**config.mk**
```make
export PLATFORM = sky130hd
export DESIGN_NAME = insert_y_flat
export DESIGN_NICKNAME = d
export VERILOG_FILES = /design/src/rtl/insert_y_if.sv /design/src/rtl/insert_y.sv /design/src/flat_wrapper.sv
export SDC_FILE = /design/constraint.sdc
export NUM_CORES = 1
export LEC_CHECK = 0
export ABC_AREA = 1
export BUFFER_PORTS_ARGS = -buffer_cell sky130_fd_sc_hd__buf_2
export CAP_MARGIN = 5
export CORE_MARGIN = 2
export CORE_UTILIZATION = 39
export DETAILED_ROUTE_END_ITERATION = 10
export PLACE_DENSITY = 0.67
export SETUP_SLACK_MARGIN = 0.1
export SLEW_MARGIN = 0
export SYNTH_ARGS = -nofsm -noshare
export SYNTH_HDL_FRONTEND = slang
export SYNTH_SLANG_ARGS = --single-unit
```
**constraint.sdc**
```tcl
create_clock -name clk -period 1.7 [get_ports clk]
set_input_delay 0.34 -clock clk [delete_from_list [all_inputs] [get_ports clk]]
set_output_delay 0.34 -clock clk [all_outputs]
set_load 0.05 [all_outputs]
```
**src/rtl/insert_y_if.sv**
```systemverilog
// Handshake bus for insert_y: input word offer, fill digits, abort, and expanded-word output.
interface insert_y_if #(
  parameter int N = 128,
  parameter int M = 112
);
  logic           in_valid;
  logic           in_ready;
  logic [2*M-1:0] word_in;
  logic [6:0]     word_in_len;
  logic [31:0]    y_fill;
  logic           flush;
  logic           out_valid;
  logic           out_ready;
  logic [2*N-1:0] word_out;
  logic           len_err;
  logic [15:0]    word_cnt;

  modport master (
    output in_valid, word_in, word_in_len, y_fill, flush, out_ready,
    input  in_ready, out_valid, word_out, len_err, word_cnt
  );

  modport slave (
    input  in_valid, word_in, word_in_len, y_fill, flush, out_ready,
    output in_ready, out_valid, word_out, len_err, word_cnt
  );
endinterface

```
**src/rtl/insert_y.sv**
```systemverilog
// Expands a 112-digit word to 128 digits by inserting 16 fill digits at fixed positions,
// building the output in three one-cycle segments.
module insert_y #(
  parameter int N = 128,
  parameter int M = 112
) (
  input  logic     clk,
  input  logic     rst_n,
  insert_y_if.slave bus
);

  localparam logic [6:0] M_LEN = 7'(M);

  typedef enum logic [2:0] {
    IDLE    = 3'd0,
    SEG_LO  = 3'd1,
    SEG_MID = 3'd2,
    SEG_HI  = 3'd3,
    DONE    = 3'd4
  } state_t;

  state_t         state_r;
  state_t         state_s;
  logic [2*M-1:0] word_r;
  logic [31:0]    fill_r;
  logic [6:0]     len_r;
  logic [2*N-1:0] word_out_r;
  logic           len_err_r;
  logic [15:0]    word_cnt_r;

  // State register
  always_ff @(posedge clk or negedge rst_n) begin
    if (!rst_n) begin
      state_r <= IDLE;
    end else begin
      state_r <= state_s;
    end
  end

  // Next-state logic; flush overrides every transition
  always_comb begin
    state_s = state_r;
    if (bus.flush) begin
      state_s = IDLE;
    end else begin
      case (state_r)
        IDLE:    if (bus.in_valid) state_s = SEG_LO; else state_s = IDLE;
        SEG_LO:  state_s = SEG_MID;
        SEG_MID: state_s = SEG_HI;
        SEG_HI:  state_s = DONE;
        DONE:    if (bus.out_ready) state_s = IDLE; else state_s = DONE;
        default: state_s = IDLE;
      endcase
    end
  end

  // Capture, segmented output assembly, length check and handshake counter
  always_ff @(posedge clk or negedge rst_n) begin
    if (!rst_n) begin
      word_r     <= '0;
      fill_r     <= 32'd0;
      len_r      <= 7'd0;
      word_out_r <= '0;
      len_err_r  <= 1'b0;
      word_cnt_r <= 16'd0;
    end else if (!bus.flush) begin
      case (state_r)
        IDLE: begin
          if (bus.in_valid) begin
            word_r <= bus.word_in;
            fill_r <= bus.y_fill;
            len_r  <= bus.word_in_len;
          end
        end
        SEG_LO:  word_out_r[33:0]    <= {fill_r[15:10], word_r[17:0], fill_r[9:0]};
        SEG_MID: word_out_r[129:34]  <= {fill_r[21:16], word_r[107:18]};
        SEG_HI: begin
          word_out_r[255:130] <= {fill_r[31:22], word_r[223:108]};
          len_err_r           <= (len_r != M_LEN);
        end
        DONE: begin
          // Counter saturates rather than wrapping
          if (bus.out_ready && (word_cnt_r != 16'hFFFF)) begin
            word_cnt_r <= word_cnt_r + 16'd1;
          end
        end
        default: ;
      endcase
    end
  end

  assign bus.in_ready  = (state_r == IDLE);
  assign bus.out_valid = (state_r == DONE);
  assign bus.word_out  = word_out_r;
  assign bus.len_err   = len_err_r;
  assign bus.word_cnt  = word_cnt_r;

endmodule

```
**src/flat_wrapper.sv**
```systemverilog
// flat-port wrapper written by rule: the top's interface ports become plain ports
module insert_y_flat 
#(
  parameter int N = 128,
  parameter int M = 112
)
  (clk, rst_n, bus_in_valid, bus_word_in, bus_word_in_len, bus_y_fill, bus_flush, bus_out_ready, bus_in_ready, bus_out_valid, bus_word_out, bus_len_err, bus_word_cnt);
  insert_y_if #(.N(N), .M(M)) bus_i ();
  input  logic clk;
  input  logic rst_n;
  input wire logic [$bits(bus_i.in_valid)-1:0] bus_in_valid;
  input wire logic [$bits(bus_i.word_in)-1:0] bus_word_in;
  input wire logic [$bits(bus_i.word_in_len)-1:0] bus_word_in_len;
  input wire logic [$bits(bus_i.y_fill)-1:0] bus_y_fill;
  input wire logic [$bits(bus_i.flush)-1:0] bus_flush;
  input wire logic [$bits(bus_i.out_ready)-1:0] bus_out_ready;
  output wire logic [$bits(bus_i.in_ready)-1:0] bus_in_ready;
  output wire logic [$bits(bus_i.out_valid)-1:0] bus_out_valid;
  output wire logic [$bits(bus_i.word_out)-1:0] bus_word_out;
  output wire logic [$bits(bus_i.len_err)-1:0] bus_len_err;
  output wire logic [$bits(bus_i.word_cnt)-1:0] bus_word_cnt;
  assign bus_i.in_valid = bus_in_valid;
  assign bus_i.word_in = bus_word_in;
  assign bus_i.word_in_len = bus_word_in_len;
  assign bus_i.y_fill = bus_y_fill;
  assign bus_i.flush = bus_flush;
  assign bus_i.out_ready = bus_out_ready;
  assign bus_in_ready = bus_i.in_ready;
  assign bus_out_valid = bus_i.out_valid;
  assign bus_word_out = bus_i.word_out;
  assign bus_len_err = bus_i.len_err;
  assign bus_word_cnt = bus_i.word_cnt;
  insert_y #(.N(N), .M(M)) u_core (.clk(clk), .rst_n(rst_n), .bus(bus_i));
endmodule
```
==> flow_summary_export.csv <==
group,metric,value,unit
grt,grt_usage,21.8,%
synthesis,syn_inst,2246,
die,core-area,53600,µm²
sta,tightest_slew,0.435,ns
critical_path,r2r_cells,9,
sta,finClkSkew,0.0241,ns
detailed_routing,firstDrtPassIters,5,
clock_tree,clkSlewWorstSetupHoldPaths,0.06,ns
critical_path,crit_end,"bus_out_valid",
critical_path,path_max_fanout,3,
detailed_routing,via_per_inst,4.93,
critical_path,r2r-end,"u_core.bus.word_out[151]$_DFFE_PN0P_",
critical_path,required,1.36,ns
sta,setup_violations,28,
clock_tree,clock_latency,0.61,ns
run_status,outcome,"finished with violations",
run_status,violations,"negative setup slack",
pwr,powerDensity,1760,nW/µm²
clock_tree,cts_tree,"built",
critical_path,crit_family,"flip-flops",
detailed_routing,wirelength,73000,µm
critical_path,worst_setup_path_start_kind,"register",
sta,fin_crit,1.75,ns
synthesis,yosys_register_bits,539,
grt,grt_max_degree,80,
grt,grt_pass1_vias,18463,
critical_path,end_kind,"output port",
pwr,p_leak,17.1,nW
critical_path,critPathKind,"register to output port",
detailed_routing,drt_iter0_markers,1396,
cells_and_area,area_growth,56.7,%
detailed_routing,drc,0,
die,dieArea,55900,µm²
detailed_routing,vias,19156,
critical_path,critPathSlowestCell,"dfrtp_1",
clock_tree,cts_buffers,56,
synthesis,ys_warn_count,0,
die,ios,543,
sta,slew_viol_final,0,
sta,fin_crit_sh,103,%
clock_tree,h-tree-depth,2,
sta,hold_viol,0,
critical_path,crit_chain,"inv_2 > nand2_4 > nor2_4 > buf_8",
placement,io_buffers,542,
synthesis,syn_nets,2515,
hold_path,hp-class,"input port to register",
pwr,vdd_ir_drop_max,1.48,mV
sta,relSlewSlack,71.0,%
critical_path,arrival,1.41,ns
cells_and_area,layout_common_cells,"nand2_1 (535), dfrtp_1 (523), buf_2 (310)",
sta,rsz0062_at_grt,"true",
synthesis,synthDistinctLibCells,24,
die,die_w,236,µm
clock_tree,clock_path_buffers,3,
cells_and_area,layout-drive-gt1-share,37.2,%
sta,holdWs,0.0137,ns
die,fp.dieH,236,µm
synthesis,ys_seq_area_share,64.0,%
grt,grt-ovfl-total,0,
cells_and_area,post-route-util,61.6,%
clock_tree,root_buffer,"clkbuf_16",
pwr,total_power,58.1,mW
detailed_routing,ant_nets,0,
flow_run,maxCapViolCount,0,
critical_path,critPathMaxStageDelay,0.39,ns
critical_path,rr_startpoint,"u_core.state_r[2]$_DFF_PN0_",
placement,gp_congestion,0.847,
critical_path,crit_start,"u_core.state_r[1]$_DFF_PN0_",
synthesis,syn_area,21100,µm²
critical_path,cp_num_cells,4,
grt,grt_first_pass_wirelength,98000,µm
sta,fmax,570,MHz
die,rows,85,
cells_and_area,nets,3408,
grt,antenna_found_initial,10,
critical_path,cp_num_buf_inv,2,
sta,final.setup.worst_slack,-0.0538,ns
critical_path,rrSetupSlack,-0.03,ns
clock_tree,clkSinkCount,539,
synthesis,synth.avg_cell_area,9.38,µm²
detailed_routing,wl_per_cell,18.8,µm
placement,dp_hpwl,40600,µm
cells_and_area,final_common_cell,"nand2_1",
die,initial_utilization,39.3,%
## power by group
part           switching [mW]  total, mW  internal (mW)  leakage [nW]
clock network            5.22       12.3           7.07         0.912
registers                3.33       21.0           17.6          6.56
logic                    17.3       24.9           7.60          9.61
total                    25.8       58.1           32.3          17.1
## final cells by class
cell class | instances | area [µm²]
fillers | 3920 | 20600
flip-flops and latches | 539 | 13500
repair buffers | 954 | 8520
multi-input cells | 1306 | 7200
clock buffers | 77 | 1610
inverters | 282 | 1070
well taps | 696 | 871
clock inverters | 21 | 223
diodes | 9 | 22.5
## metrics by stage
stage	worst slack (ns)	setup TNS [ns]	cell area [µm²]	cells
after global placement	0.114	0	25000	3432
after floorplan	0.110	0	21100	2246
after global routing	-0.107	-5.21	33000	3882
after CTS	-0.0947	-0.171	30000	3792
after detailed placement	0.0686	0	25000	3432
final	-0.0538	-0.421	33000	3884
## logic make-up after synthesis
| kind of cell | Yosys count | share of synthesized area [%] |
|---|---|---|
| and+or+nand+nor | 905 | 16.5 |
| DFF | 539 | 64.0 |
| buffers and inverters | 401 | 8.02 |
| AOI/OAI and AO/OA | 395 | 11.2 |
| xor gates and xnor gates | 5 | 0.208 |
| adders and majority gates | 1 | 0.0594 |
## state kept, by name (all words and copies together) (netlist names)
signal	count
u_core.word_r	224
u_core.bus.len_err	1
u_core.len_r	7
u_core.bus.word_out	256
u_core.fill_r	32
u_core.state_r	3
u_core.bus.word_cnt	16
## how the worst min path moves through the flow
stage | from | to | slack (ns) | depth (start not counted)
6_report | bus_word_in[125] | u_core.word_r[125]$_DFFE_PN0P_ | 0.01 | 3
5_1_grt | bus_word_in[115] | u_core.word_r[115]$_DFFE_PN0P_ | 0.009 | 3
4_1_cts | bus_word_in[115] | u_core.word_r[115]$_DFFE_PN0P_ | 0.0002 | 3
3_3_place_gp | rst_n | u_core.word_r[75]$_DFFE_PN0P_ | 0.28 | 1
2_1_floorplan | rst_n | u_core.bus.len_err$_DFFE_PN0P_ | 0.04 | 0
3_5_place_dp | rst_n | u_core.bus.word_out[98]$_DFFE_PN0P_ | 0.28 | 1
## per-layer routing
metal	part of all wire, %	global-route usage (%)	vias to the layer above
met5	0.037	0	-
met4	4.6	8.88	4
met3	7.7	5.98	242
met2	49	36.3	854
met1	39	26.8	9349
li1	-	-	8707
## tightest hold or removal path, stage by stage
cell and delay [ns]:
buf_2 0.12, inv_1 0.05, o21ai_1 0.06
## synthesized netlist by cell type (all sizes together)
cell / instances / area (µm²)
xnor2: 2 / 17.5
nor3: 1 / 5.00
nand3b: 3 / 22.5
nor2: 159 / 617
nand2: 711 / 2670
buf: 72 / 454
dfrtp: 539 / 13500
nand4: 5 / 37.5
xor2: 3 / 26.3
o31ai: 1 / 7.51
clkbuf: 47 / 176
o21ai: 260 / 1300
a21oi: 134 / 1050
ha: 1 / 12.5
inv: 282 / 1060
nand3: 26 / 135
## what timing repair did
item                       in CTS  in global routing
gates cloned                    0                 45
gates resized for setup       193                554
hold endpoints to repair      347                  0
pin swaps                       2                 48
hold buffers                  255                  0
setup endpoints to repair     171                243
buffers inserted                7                 39
(Power assumes the default switching activity.)
